<file path="src/rtl/nway_mux_arbiter.sv">
// N-channel valid/ready multiplexer with a registered output stage.
// Selects by fixed index (sel) or by round-robin arbitration among valid channels.
module nway_mux_arbiter #(
    parameter int WIDTH  = 32,
    parameter int NUM_CH = 4,
    parameter int SEL_W  = 2
) (
    input  logic                     clk,
    input  logic                     reset_n,
    input  logic [NUM_CH*WIDTH-1:0]  in_data,
    input  logic [NUM_CH-1:0]        in_valid,
    output logic [NUM_CH-1:0]        in_ready,
    input  logic                     mode,
    input  logic [SEL_W-1:0]         sel,
    output logic [WIDTH-1:0]         out_data,
    output logic [SEL_W-1:0]         out_ch,
    output logic                     out_valid,
    input  logic                     out_ready
);

    // Handshake: a word moves on any edge where valid && ready are both high;
    // in_ready never depends on in_valid of the same channel in fixed mode.

    generate
        if (SEL_W < $clog2(NUM_CH)) begin : g_bad_sel_w
            $error("nway_mux_arbiter: SEL_W too narrow for NUM_CH");
        end
    endgenerate

    localparam int              PAD_CH   = 2 ** SEL_W;
    localparam logic [SEL_W:0]  NUM_CH_X = (SEL_W + 1)'(NUM_CH);
    localparam logic [SEL_W-1:0] LAST_CH = SEL_W'(NUM_CH - 1);

    logic [PAD_CH-1:0] valid_pad;
    logic [SEL_W-1:0]  rr_ptr;
    logic [SEL_W-1:0]  rr_idx;
    logic [SEL_W-1:0]  rr_next;
    logic [SEL_W:0]    rr_sum;
    logic              rr_found;
    logic              sel_ok;
    logic              fixed_hit;
    logic              grant_any;
    logic [SEL_W-1:0]  grant_idx;
    logic [WIDTH-1:0]  grant_data;
    logic              load_en;
    logic              xfer;

    // Padding lets an out-of-range index read a harmless zero instead of overflowing.
    assign valid_pad = PAD_CH'(in_valid);
    assign sel_ok    = ({1'b0, sel} < NUM_CH_X);
    assign fixed_hit = sel_ok && valid_pad[sel];

    // Round-robin search starting at rr_ptr, wrapping modulo NUM_CH.
    always_comb begin
        rr_found = 1'b0;
        rr_idx   = '0;
        rr_sum   = '0;
        for (int i = 0; i < NUM_CH; i++) begin
            rr_sum = {1'b0, rr_ptr} + (SEL_W + 1)'(i);
            if (rr_sum >= NUM_CH_X) begin
                rr_sum = rr_sum - NUM_CH_X;
            end
            if (!rr_found && valid_pad[rr_sum[SEL_W-1:0]]) begin
                rr_found = 1'b1;
                rr_idx   = rr_sum[SEL_W-1:0];
            end
        end
    end

    assign grant_any = mode ? rr_found : fixed_hit;
    assign grant_idx = mode ? rr_idx : sel;
    assign load_en   = !out_valid || out_ready;
    assign xfer      = load_en && grant_any;
    assign rr_next   = (grant_idx == LAST_CH) ? '0 : grant_idx + SEL_W'(1);

    always_comb begin
        grant_data = '0;
        for (int k = 0; k < NUM_CH; k++) begin
            if (grant_idx == SEL_W'(k)) begin
                grant_data = in_data[k*WIDTH +: WIDTH];
            end
        end
    end

    // In fixed mode the selected producer sees ready even before it raises valid.
    generate
        for (genvar k = 0; k < NUM_CH; k++) begin : g_ready
            assign in_ready[k] = load_en &&
                ((grant_any && (grant_idx == SEL_W'(k))) ||
                 (!mode && (sel == SEL_W'(k))));
        end
    endgenerate

    always_ff @(posedge clk or negedge reset_n) begin
        if (!reset_n) begin
            out_valid <= 1'b0;
            out_data  <= '0;
            out_ch    <= '0;
            rr_ptr    <= '0;
        end else if (load_en) begin
            out_valid <= xfer;
            if (xfer) begin
                out_data <= grant_data;
                out_ch   <= grant_idx;
                if (mode) begin
                    rr_ptr <= rr_next;
                end
            end
        end
    end

endmodule

</file>
<file path="config.mk">
export PLATFORM = sky130hd
export DESIGN_NAME = nway_mux_arbiter
export DESIGN_NICKNAME = d
export VERILOG_FILES = /design/src/rtl/nway_mux_arbiter.sv
export SDC_FILE = /design/constraint.sdc
export NUM_CORES = 1
export LEC_CHECK = 0
export BUFFER_PORTS_ARGS = -buffer_cell sky130_fd_sc_hd__clkbuf_2
export CAP_MARGIN = 10
export CORE_ASPECT_RATIO = 1.4
export CORE_MARGIN = 2
export CORE_UTILIZATION = 39
export CTS_CLUSTER_SIZE = 16
export DETAILED_ROUTE_END_ITERATION = 10
export PLACE_DENSITY = 0.78
export SKIP_CTS_REPAIR_TIMING = 1
export SLEW_MARGIN = 10
export SYNTH_ARGS = -nofsm -noshare
export SYNTH_HDL_FRONTEND = slang
export SYNTH_SLANG_ARGS = --single-unit
</file>
<file path="constraint.sdc">
create_clock -name clk -period 3.93 [get_ports clk]
set_input_delay 1.179 -clock clk [delete_from_list [all_inputs] [get_ports clk]]
set_output_delay 1.179 -clock clk [all_outputs]
set_load 0.03 [all_outputs]
</file>
# Word level (Yosys, flattened, before mapping)
# Cells that the tools add are included.
[word_totals]
ff_bits = 37
wordCells = 86
in_bits = 138
out_inout_bits = 39
[op_classes]
eq_ne = 6
n_lt_le_gt_ge = 9
mux = 29
n_addsub = 8
n_reduce_logical = 30
[op_table]
columns = ["cell", "count"]
rows = [
  ["two-way mux 32 bit", 4],
  ["two-way mux 2 bit", 10],
  ["logical AND 1 bit", 16],
  ["< comparator 2 x 3 -> 1 bit, second input constant", 5],
  ["binary-select mux 1 bit (select 2 bit)", 5],
  ["two-way mux 1 bit", 10],
  [">= comparator 3 bit, second input constant", 3],
  ["equality test 2 bit, second input constant", 4],
  ["subtractor 2 x 1 -> 2 bit, second input constant", 4],
  ["adder 2 x 2 -> 3 bit, second input constant", 2],
  ["logical NOT 1 bit", 5],
  ["logical OR 1 bit", 5],
  ["equality test 2 x 1 -> 1 bit, second input constant", 2],
  ["logical NOT 2 bit", 2],
  ["adder 2 x 1 -> 3 bit, second input constant", 1],
  [">= comparator 2 x 3 -> 1 bit, second input constant", 1],
  ["AND reduction 3 bit", 1],
  ["adder 2 x 1 -> 2 bit, second input constant", 1],
  ["AND reduction 2 bit", 1],
]

# Depth between registers and ports, before layout
# Gate-level depths: netlist of the first run.
[depth]
depth_word = 20
ltp_mapped = 11
mapped_depth_nobuf = 9

# Least setup slack after synthesis of the first run
# No wires, ideal clock.
[synth_timing]
path_type = "in2out"
start = "input port in_valid[2]"
end = "output port in_ready[3]"
t_arrival_ns = 3.066
n_path_buf = 2
cell_stages = 7
slack_ns = -0.315
required_time_ns = 2.751
path_cell_list = "mux2i_1 -> nor2_1 -> o41ai_1 -> ha_1 -> clkbuf_1 -> clkbuf_1 -> o2bb2ai_1"
[synth_via]
elab_chain_cells = 17
word_cells_on_any_way = 30
cone_classes = "eq/ne: 1; mux: 20; reduce/logical: 9"
[synth_lines]
columns = ["item", "line", "source"]
rows = [
  ["from (decl)", "11", "input logic [NUM_CH-1:0] in_valid,"],
  ["binary-select mux 1 bit (select 2 bit)", "63", "if (!rr_found && valid_pad[rr_sum[SEL_W-1:0]]) begin"],
  ["two-way mux 1 bit (implied by the code)", "63", ""],
  ["two-way mux 1 bit", "63", ""],
  ["logical NOT 1 bit", "63", ""],
  ["logical AND 1 bit", "63", ""],
  ["two-way mux 1 bit", "63", ""],
  ["logical NOT 1 bit", "63", ""],
  ["logical AND 1 bit", "63", ""],
  ["(+2 left out)", "-", ""],
  ["logical AND 1 bit", "63", ""],
  ["two-way mux 2 bit (*)", "63", ""],
  ["two-way mux 2 bit (*)", "71", "assign grant_idx = mode ? rr_idx : sel;"],
  ["via grant_idx[0]", "43", "logic [SEL_W-1:0] grant_idx;"],
  ["equality test 2 bit (*)", "89", "((grant_any && (grant_idx == SEL_W'(k))) ||"],
  ["logical AND 1 bit (*)", "89", ""],
  ["logical OR 1 bit (*)", "89", ""],
  ["logical AND 1 bit (*)", "88", "assign in_ready[k] = load_en &&"],
  ["to (decl)", "12", "output logic [NUM_CH-1:0] in_ready,"],
]
# The timed path passes the listed nets; every way through them passes the cells marked *. The select of a mux whose other input is x is not followed.

# Worst setup path after layout of the first run
[layout_timing]
start = "input port in_valid[1]"
end = "output port in_ready[1]"
[layout_via]
elab_chain_cells = 17
word_cells_on_any_way = 30
cone_classes = "eq/ne: 1; mux: 20; reduce/logical: 9"
[layout_lines]
columns = ["item", "line"]
rows = [
  ["binary-select mux 1 bit (select 2 bit)", "63"],
  ["two-way mux 1 bit (implied by the code)", "63"],
  ["two-way mux 1 bit", "63"],
  ["logical NOT 1 bit", "63"],
  ["logical AND 1 bit", "63"],
  ["two-way mux 1 bit", "63"],
  ["logical NOT 1 bit", "63"],
  ["logical AND 1 bit", "63"],
  ["two-way mux 1 bit", "63"],
  ["logical NOT 1 bit", "63"],
  ["logical AND 1 bit", "63"],
  ["two-way mux 2 bit", "63"],
  ["two-way mux 2 bit", "71"],
  ["equality test 2 x 1 -> 1 bit", "89"],
  ["logical AND 1 bit (*)", "89"],
  ["logical OR 1 bit (*)", "89"],
  ["logical AND 1 bit (*)", "88"],
]
# Every way passes the cells marked *; elsewhere a longest branch is shown, timed or not. The select of a mux whose other input is x is not followed.

==> metrics.txt, run 1 <==
Max Freq about 260 MHz; R2R depth 12; DP HPWL slightly above 6 mm; port bufs ~180; number of global-route vias before repair around 2600; xor/xnor cell area share of the yosys netlist 0%; Startpoint Class input pin; post-synth cell types 32; most frequent cells in the layout 171 x clkbuf_2, 37 x dfrtp_1, 36 x nand2_1, 34 x nor2b_1, 32 x o31ai_1; worst reg2reg startpoint rr_ptr[1]; GR peak layer met2; Routed WL 8.19 mm; Max clock buf depth 2; Worst Hold Class reg2reg; Ys Warns 0; Post-Synthesis Cells about 280; max cap viols 0; gpl congestion 0.883; worst reg2reg setup slack 0.80 ns; WHS Endpoint out_data[16]; status finished, final reports clean; worst slew pin tran 0.913 ns; Worst Path Arrival between 2 and 3 ns; CP max stage cell or2_2; cell row count 36; Total GRT Usage 20.3%; Synth Area in Simple Gates between 15 and 20%; r2r endpoint out_data[27]; Avg WL per Cell 15.1 um; Synth Register Bits 37; initial antenna violation count 0; DRC 0; mux contribution to synthesized area 18.7%; min Tclk post-route just under 4 ns; Sum Neg Setup Slack 0 ns; Cell Area, Synth around 2700 sq um; Final Power 2.39 mW; Hold WS a little over 0.5 ns; grt ovf 0; Async SR Flop Fraction 100%; Synthesized Nets approximately 420; Final setup viols 0; Crit Path Max Fanout 3; Hold Fails Final Rpt 0; crit end category output pin; Top Family by Delay on Critical Path compound AO/OA/AOI/OAI gates; Final period util roughly 99%; hold path cells 1; complex-gate fraction of the synthesized area 24.9%; Slew Limit Headroom 39.1%; Worst Path Buf+Inv 2; share of cells above drive strength 1 between 50% and 60%; Final Util ~57%; clock slew at reported path FFs approximately 0.070 ns; diode count 0; Final Net Count just under 600; Area growth syn-to-layout 42.7%; total CTS buffers 5; first-pass GRT wire length around 12 mm; largest stage delay on the critical path ~0.29 ns; VDD IR-drop max roughly 0.29 mV; top_reg_cell synth dfrtp_1; DR pass1 iterations 4; Core ar. between 6000 and 7000 sq um; WS Path Type in2out; Die ar. a little under 8000 sq um; Final Max Tran Viols 0; CP Cell Sequence clkbuf_2, nor2b_1, a32o_1, a31o_2, or2_2, ha_2, a22o_4, buf_4; TritonCTS clock tree built; met1 GRT Util around a quarter; met3 usage about 3.9%; most common cell after layout, fill and taps aside clkbuf_2; Clk Tree Root Cell clkbuf_8; Die Y just over 100 um; hold path start out_data[16]; main combinational cell family by area after synthesis compound AO/OA/AOI/OAI gates; Pleak ~2 nW; Sink Count 37; H-tree depth 2; initial detailed-routing violation count 77; Die X between 70 and 80 um; overall via count from detail_route ~2800; setup ws final 0.0334 ns; met2 Resource Use GR a little under two fifths; adder-cell share of the synthesized area under 10%; number of synthesized flops with an enable pin 0; Syn Area/Cell 9.96 sq um; vias per inst 5.19; Ports about 180; DRT antenna net count 0; Starting Density about two fifths; dpl ws -0.0204 ns; RSZ-0062 raised after global routing yes; Worst Skew 0.00602 ns; Clock Latency Late Sink approximately 0.28 ns; largest net degree at the start of global routing between 60 and 70; CP Data Required Time roughly 2.8 ns; Power Density between 600 and 700 nW/um^2; post-synthesis sequential area ratio around a third
[power breakdown]
group / switching, mW / internal (mW) / total (mW) / leakage [nW]
Clock: 0.120 / 0.139 / 0.259 / 0.0443
Sequential: 0.120 / 0.565 / 0.684 / 0.451
Combinational: 0.830 / 0.614 / 1.44 / 1.46
[worst max-delay path by stage]
| stage | start | end | slack (ns) | cells after the start |
|---|---|---|---|---|
| 2_1_floorplan | in_valid[1] | in_ready[3] | 0.002 | 8 |
| 3_3_place_gp | in_valid[1] | in_ready[1] | 0.02 | 8 |
| 3_5_place_dp | in_valid[0] | in_ready[1] | -0.02 | 8 |
| 4_1_cts | in_valid[0] | in_ready[1] | -0.02 | 8 |
| 5_1_grt | in_valid[1] | in_ready[1] | -0.04 | 9 |
| 6_report | in_valid[1] | in_ready[1] | 0.03 | 8 |
[cells in the mapped netlist (2+ instances only)]
cell type / instances / share of area [%]
nor3_1: 2 / 0.36
clkbuf_1: 21 / 2.9
dfrtp_1: 37 / 34
ha_1: 4 / 1.8
o2bb2ai_1: 2 / 0.64
o31ai_1: 33 / 9.0
a22o_1: 3 / 0.96
nand2b_1: 3 / 0.68
nor2b_1: 35 / 8.0
nand2_1: 36 / 4.9
nor2_1: 8 / 1.1
inv_1: 4 / 0.55
a21oi_1: 5 / 0.91
mux2_2: 8 / 3.3
buf_6: 3 / 1.2
mux2_4: 26 / 14
a221oi_1: 31 / 9.9
[cell families after synthesis]
| group | after synthesis |
|---|---|
| buffers and inverters | 28 |
| adders and majority gates | 4 |
| DFF | 37 |
| AOI/OAI and AO/OA | 82 |
| and+or+nand+nor | 89 |
| muxes | 36 |
[worst register-to-register path: stages, from the launching register on]
cell and delay, ns:
dfrtp_1 0.48, nor2_1 0.11, buf_4 0.15, and2_4 0.16, o41ai_4 0.37, buf_4 0.19, ha_2 0.18, buf_4 0.36
nor2b_2 0.14, buf_12 0.18, a221oi_1 0.29, o31ai_1 0.12, mux2_4 0.28
[flip-flops by register name, indices dropped and copies added, names as in the netlist]
signal,flops
out_data,32
out_ch,2
rr_ptr,2
out_valid,1
[per-layer routing]
layer  wire, um  part of all wire, %
met5          0                    0
met3        505                  6.2
met2       4340                   53
met1       3260                   40
met4         84                  1.0
[through the flow]
step	area, sq um	std cells
2_1_floorplan	2810	276
3_3_place_gp	3790	537
3_5_place_dp	3790	537
4_1_cts	3880	544
5_1_grt	3920	544
6_report	3920	544
[final cells by class]
type | count | area [sq um]
repair buffers | 190 | 1010
well taps | 95 | 119
clock buffers | 7 | 86.3
inverters | 4 | 15.0
flip-flops and latches | 37 | 926
fillers | 627 | 2970
multi-input cells | 211 | 1760
Power figures use the tool's default switching activity.
==> inputs of run 2 (changes only) <==
- SETUP_SLACK_MARGIN: default -> 0.5
==> metrics.txt, run 2 (synthesis gave the netlist of run 1 again) <==
CP Data Required Time 2.75 ns (about the same); Die ar. 7740 sq um (unchanged); cell area after placement 3840 sq um (+1.3%); Worst Hold Class reg2reg; Regs by FF count out_data (32), out_ch (2), rr_ptr (2); share of cells above drive strength 1 57.8% (+2.5 points); DP HPWL 5.88 mm (-5.8%); Avg WL per Cell 14.9 um (-1.2%); DRT antenna net count 0 (unchanged); CP Cell Sequence buf_12, buf_4, nor2_2, a32o_1, a31o_2, or2_4, ha_4, a22o_4, buf_6; Final Util 59.6% (+2.7 points); Clock Latency Late Sink 0.28 ns (about the same); grt ovf 0 (unchanged); Final Net Count 591 (unchanged); H-tree depth 2 (unchanged); Routed WL 8.10 mm (-1.1%); Hold Fails Final Rpt 0 (unchanged); CP max stage cell or2_4; RSZ-0062 raised after global routing yes; initial detailed-routing violation count 95 (+23%); Clk Tree Root Cell clkbuf_8; largest stage delay on the critical path 0.28 ns (about the same); Final period util 98.1% (-1.1 points); cell row count 36 (unchanged); crit end category output pin; Max clock buf depth 2 (unchanged); Ports 177 (unchanged); Starting Density 39.9% (unchanged); Power Density 613 nW/um^2 (+0.71%); Pleak 2.02 nW (+3.3%); Top Family by Delay on Critical Path compound AO/OA/AOI/OAI gates; DRC 0 (unchanged); WS Path Type in2out; worst slew pin tran 0.917 ns (+0.00400 ns); Hold WS 0.510 ns (-0.0000260 ns); initial antenna violation count 0 (unchanged); first-pass GRT wire length 12.1 mm (-0.79%); overall via count from detail_route 2895 (+2.6%); diode count 0 (unchanged); Sink Count 37 (unchanged); number of global-route vias before repair 2697 (+2.9%); Top reg by flops out_data; Worst Path Arrival 2.67 ns (-0.05 ns); TritonCTS clock tree built; clock slew at reported path FFs 0.07 ns (about the same); Die Y 103 um (unchanged); vias per inst 5.31 (+2.4%); final instance area 4110 sq um (+4.8%); most frequent cells in the layout 170 x clkbuf_2, 37 x dfrtp_1, 36 x nand2_1, 33 x o31ai_1, 33 x nor2b_1; Worst Skew 0.00415 ns (-0.00187 ns); Final setup viols 0 (unchanged); Startpoint Class input pin; min Tclk post-route 3.85 ns (-0.0430 ns); port bufs 176 (unchanged); Area growth syn-to-layout 49.5%; DR pass1 iterations 4 (unchanged); max FFs per register 32 (unchanged); largest net degree at the start of global routing 65 (unchanged); Total GRT Usage 20.0% (-0.27 points); VDD IR-drop max 0.378 mV (+32%); Crit Path Max Fanout 5 (+2); Worst Path Buf+Inv 3 (+1); total CTS buffers 5 (unchanged); gpl congestion 0.910 (+3.1%); Sum Neg Setup Slack 0 ns (unchanged); Die X 74.9 um (unchanged); Final Max Tran Viols 0 (unchanged); Slew Limit Headroom 38.9% (-0.27 points); max cap viols 0 (unchanged); status finished, final reports clean; Max Freq 259 MHz (+1.1%); most common cell after layout, fill and taps aside clkbuf_2; Core ar. 6890 sq um (unchanged)
==> run 2: cell count changes in the layout (fill, tap and decap cells not counted), moves of 2 or more <==
cell       previous run  this run
a221oi_1             31        23
a221oi_2              0         8
buf_12                1         3
buf_4                15        12
buf_6                 1         5
clkbuf_4              2         0
ha_2                  4         2
ha_4                  0         2
o2bb2ai_2             2         0
o2bb2ai_4             0         2
==> run 2: layout make-up <==
type | count | area [sq um]
Clock buffer | 6 | 82.6
Clock inverter | 2 | 37.5
Fill cell | 611 | 2780
Inverter | 4 | 15.0
Multi-Input combinational cell | 211 | 1870
Sequential cell | 37 | 926
Tap cell | 95 | 119
Timing Repair Buffer | 190 | 1060
==> run 2: through the flow <==
| stage | worst slack, ns | power, mW | instances |
|---|---|---|---|
| CTS | -0.00478 | 2.49 | 542 |
| global placement | 0.0356 | 2.12 | 534 |
| global route | 0.0240 | 2.68 | 545 |
| detailed placement | -0.000339 | 2.14 | 534 |
| floorplan | 0.145 | 1.74 | 276 |
| finish | 0.0764 | 2.52 | 545 |
==> run 2: metal layers <==
| metal | GRT usage [%] | up-vias | wire [um] |
|---|---|---|---|
| li1 | - | 1387 | - |
| met3 | 2.81 | 10 | 424 |
| met2 | 35.8 | 112 | 4280 |
| met1 | 23.9 | 1386 | 3290 |
| met5 | 0 | - | 0 |
| met4 | 7.14 | 0 | 104 |
==> run 2: path summary, 6_finish.rpt <==
path                       cells past startpoint  slack [ns]    startpoint            to
setup reg to reg                              11        1.15     rr_ptr[1]  out_data[18]
hold / removal                                 1        0.51  out_data[18]  out_data[18]
max in group asynchronous                      1        2.34       reset_n  out_data[25]
min in group asynchronous                      1        1.02       reset_n  out_data[13]
hold reg to reg                                1        0.51  out_data[18]  out_data[18]
setup / recovery                               9        0.08   in_valid[1]   in_ready[1]
==> run 2: worst register-to-register path: stages, from the launching register on <==
cell	delay (ns)
dfrtp_1	0.45
nor2b_1	0.17
a32o_1	0.22
a31o_2	0.21
or2_4	0.28
ha_4	0.17
buf_4	0.13
nor2b_2	0.17
buf_4	0.19
a221oi_1	0.29
o31ai_1	0.11
mux2_2	0.28
==> run 2: power by group <==
group / total, mW / internal (mW) / switching, mW / leakage, nW
Combinational: 1.50 / 0.647 / 0.856 / 1.51
Sequential: 0.679 / 0.564 / 0.115 / 0.451
Clock: 0.338 / 0.206 / 0.132 / 0.0574
Total: 2.52 / 1.42 / 1.10 / 2.02
==> inputs of run 3 (changes only) <==
--- a/config.mk
+++ b/config.mk
@@ -7,5 +7,4 @@
 export LEC_CHECK = 0
 export BUFFER_PORTS_ARGS = -buffer_cell sky130_fd_sc_hd__clkbuf_2
-export CAP_MARGIN = 10
 export CORE_ASPECT_RATIO = 1.4
 export CORE_MARGIN = 2
==> constraint.sdc (replaced) <==
create_clock -name clk -period 3.93 [get_ports clk]
set_input_delay 0.5895 -clock clk [delete_from_list [all_inputs] [get_ports clk]]
set_output_delay 0.5895 -clock clk [all_outputs]
set_load 0.03 [all_outputs]
==> metrics.txt, run 3 (synthesis gave the netlist of run 1 again) <==
Total GRT Usage 20.7% (+0.69 points); max FFs per register 32 (unchanged); Clk pwr share 11.3% (-2.1 points); first-pass GRT wire length 12.6 mm (+3.9%); Die Y 103 um (unchanged); Regs by FF count out_data (32), out_ch (2), rr_ptr (2); largest net degree at the start of global routing 50 (-23%); Sum Neg Setup Slack 0 ns (unchanged); Startpoint Class input pin; setup ws final 0.598 ns (+0.521 ns); Reg power frac 29.0% (+2.1 points); Starting Density 39.9% (unchanged); Top reg by flops out_data; VDD IR-drop max 0.330 mV (-13%); Core ar. 6890 sq um (unchanged); DP HPWL 6.14 mm (+4.4%); Die ar. 7740 sq um (unchanged); vias per inst 5.36 (+1.0%); DRC 0 (unchanged); CP Data Required Time 3.34 ns (+0.59 ns); min Tclk post-route 3.33 ns (-0.521 ns); internal power 1.30 mW (-8.5%); most frequent cells in the layout 176 x clkbuf_2, 37 x dfrtp_1, 36 x nand2_1, 34 x nor2b_1, 33 x o31ai_1; crit end category output pin; TritonCTS clock tree built; most common cell after layout, fill and taps aside clkbuf_2; number of global-route vias before repair 2802 (+3.9%); Final Net Count 584 (-1.2%); RSZ-0062 raised after global routing yes; max cap viols 0 (unchanged); Die X 74.9 um (unchanged); Ports 177 (unchanged); gpl congestion 0.815 (-10%); initial antenna violation count 0 (unchanged); Avg WL per Cell 15.1 um (+1.3%); Pleak 1.90 nW (-5.8%); clock slew at reported path FFs 0.07 ns (about the same); DR pass1 iterations 4 (unchanged); worst reg2reg startpoint rr_ptr[1]; Psw 1.06 mW (-3.9%); grt ovf 0 (unchanged); Worst Skew 0.00859 ns (+0.00444 ns); port bufs 176 (unchanged); Final Non-Filler Cells 537 (-1.5%); Comb pwr share 59.7% (about the same); Final Max Tran Viols 0 (unchanged); Clock Latency Late Sink 0.28 ns (about the same); cell row count 36 (unchanged); worst slew pin tran 0.942 ns (+0.0247 ns); Power Density 621 nW/um^2 (+1.2%); status finished, final reports clean; Max clock buf depth 2 (unchanged); worst reg2reg setup slack 0.99 ns (-0.16 ns); cell area after placement 3690 sq um (-3.9%); Worst Path Arrival 2.74 ns (+0.07 ns); initial detailed-routing violation count 81 (-15%); Final setup viols 0 (unchanged); R2R depth 10 (-1); Worst Hold Class in2async; Routed WL 8.09 mm (-0.20%); total CTS buffers 5 (unchanged); Final period util 84.8% (-13 points); final instance area 3800 sq um (-7.6%); Clk Tree Root Cell clkbuf_8; overall via count from detail_route 2881 (-0.48%); Area growth syn-to-layout 38.2%; Hold WS 0.439 ns (-0.0711 ns); Max Freq 300 MHz (+16%); H-tree depth 2 (unchanged); diode count 0 (unchanged); dpl ws 0.351 ns (+0.351 ns); placed cells 530 (-0.75%); Sink Count 37 (unchanged); share of cells above drive strength 1 52.5% (-5.3 points); Crit. Startpoint in_valid[1]; r2r endpoint out_data[1]; Crit Path Max Fanout 34 (+29); WS Path Type in2out; DRT antenna net count 0 (unchanged); Hold Fails Final Rpt 0 (unchanged); switch share 45.0% (+1.2 points); Slew Limit Headroom 37.2% (-1.6 points)
## run 3: cell count changes in the layout (fill, tap and decap cells not counted), sizes merged
cell      delta
buf         -13
clkbuf       +7
bufinv       -1
clkinvlp     -1
## run 3: how the worst max path moves through the flow
stage | end | cells past startpoint
CTS | in_ready[2] | 8
global route | in_ready[1] | 9
detailed placement | out_data[1] | 11
floorplan | in_ready[3] | 7
global placement | out_data[20] | 11
finish | in_ready[1] | 9
## run 3: metal layers
layer  wire length, um  GRT usage, %
met1              3180          24.3
met3               590          4.55
met4                71          4.67
met5                 0             0
met2              4250          37.7
## run 3: layout make-up
cell class                      instances  area (sq um)
Clock buffer                            7          86.3
Fill cell                             652          3100
Inverter                                4          15.0
Multi-Input combinational cell        211          1720
Sequential cell                        37           926
Tap cell                               95           119
Timing Repair Buffer                  183           933
## run 3: power by group through the flow
| stage | logic (mW) | clock network [mW] | registers (mW) |
|---|---|---|---|
| after global placement | 1.38 | 0 | 0.680 |
| after detailed placement | 1.41 | 0 | 0.685 |
| final | 1.41 | 0.266 | 0.683 |
| after CTS | 1.41 | 0.279 | 0.683 |
| after global routing | 1.52 | 0.296 | 0.705 |
| after floorplan | 0.657 | 0 | 1.02 |
## run 3: metrics by stage
step / power, mW / util (%)
floorplan: 1.68 / -
global placement: 2.06 / 53.6
detailed placement: 2.09 / 53.6
CTS: 2.37 / 54.9
global route: 2.52 / 55.1
finish: 2.36 / 55.1
## run 3: worst max-delay path: stages
cell and delay, ns:
clkbuf_2 0.14, nor2b_1 0.17, o311a_1 0.29, a311oi_1 0.37, or2_2 0.20, ha_1 0.21, buf_4 0.39, a22o_1 0.19
clkbuf_2 0.20
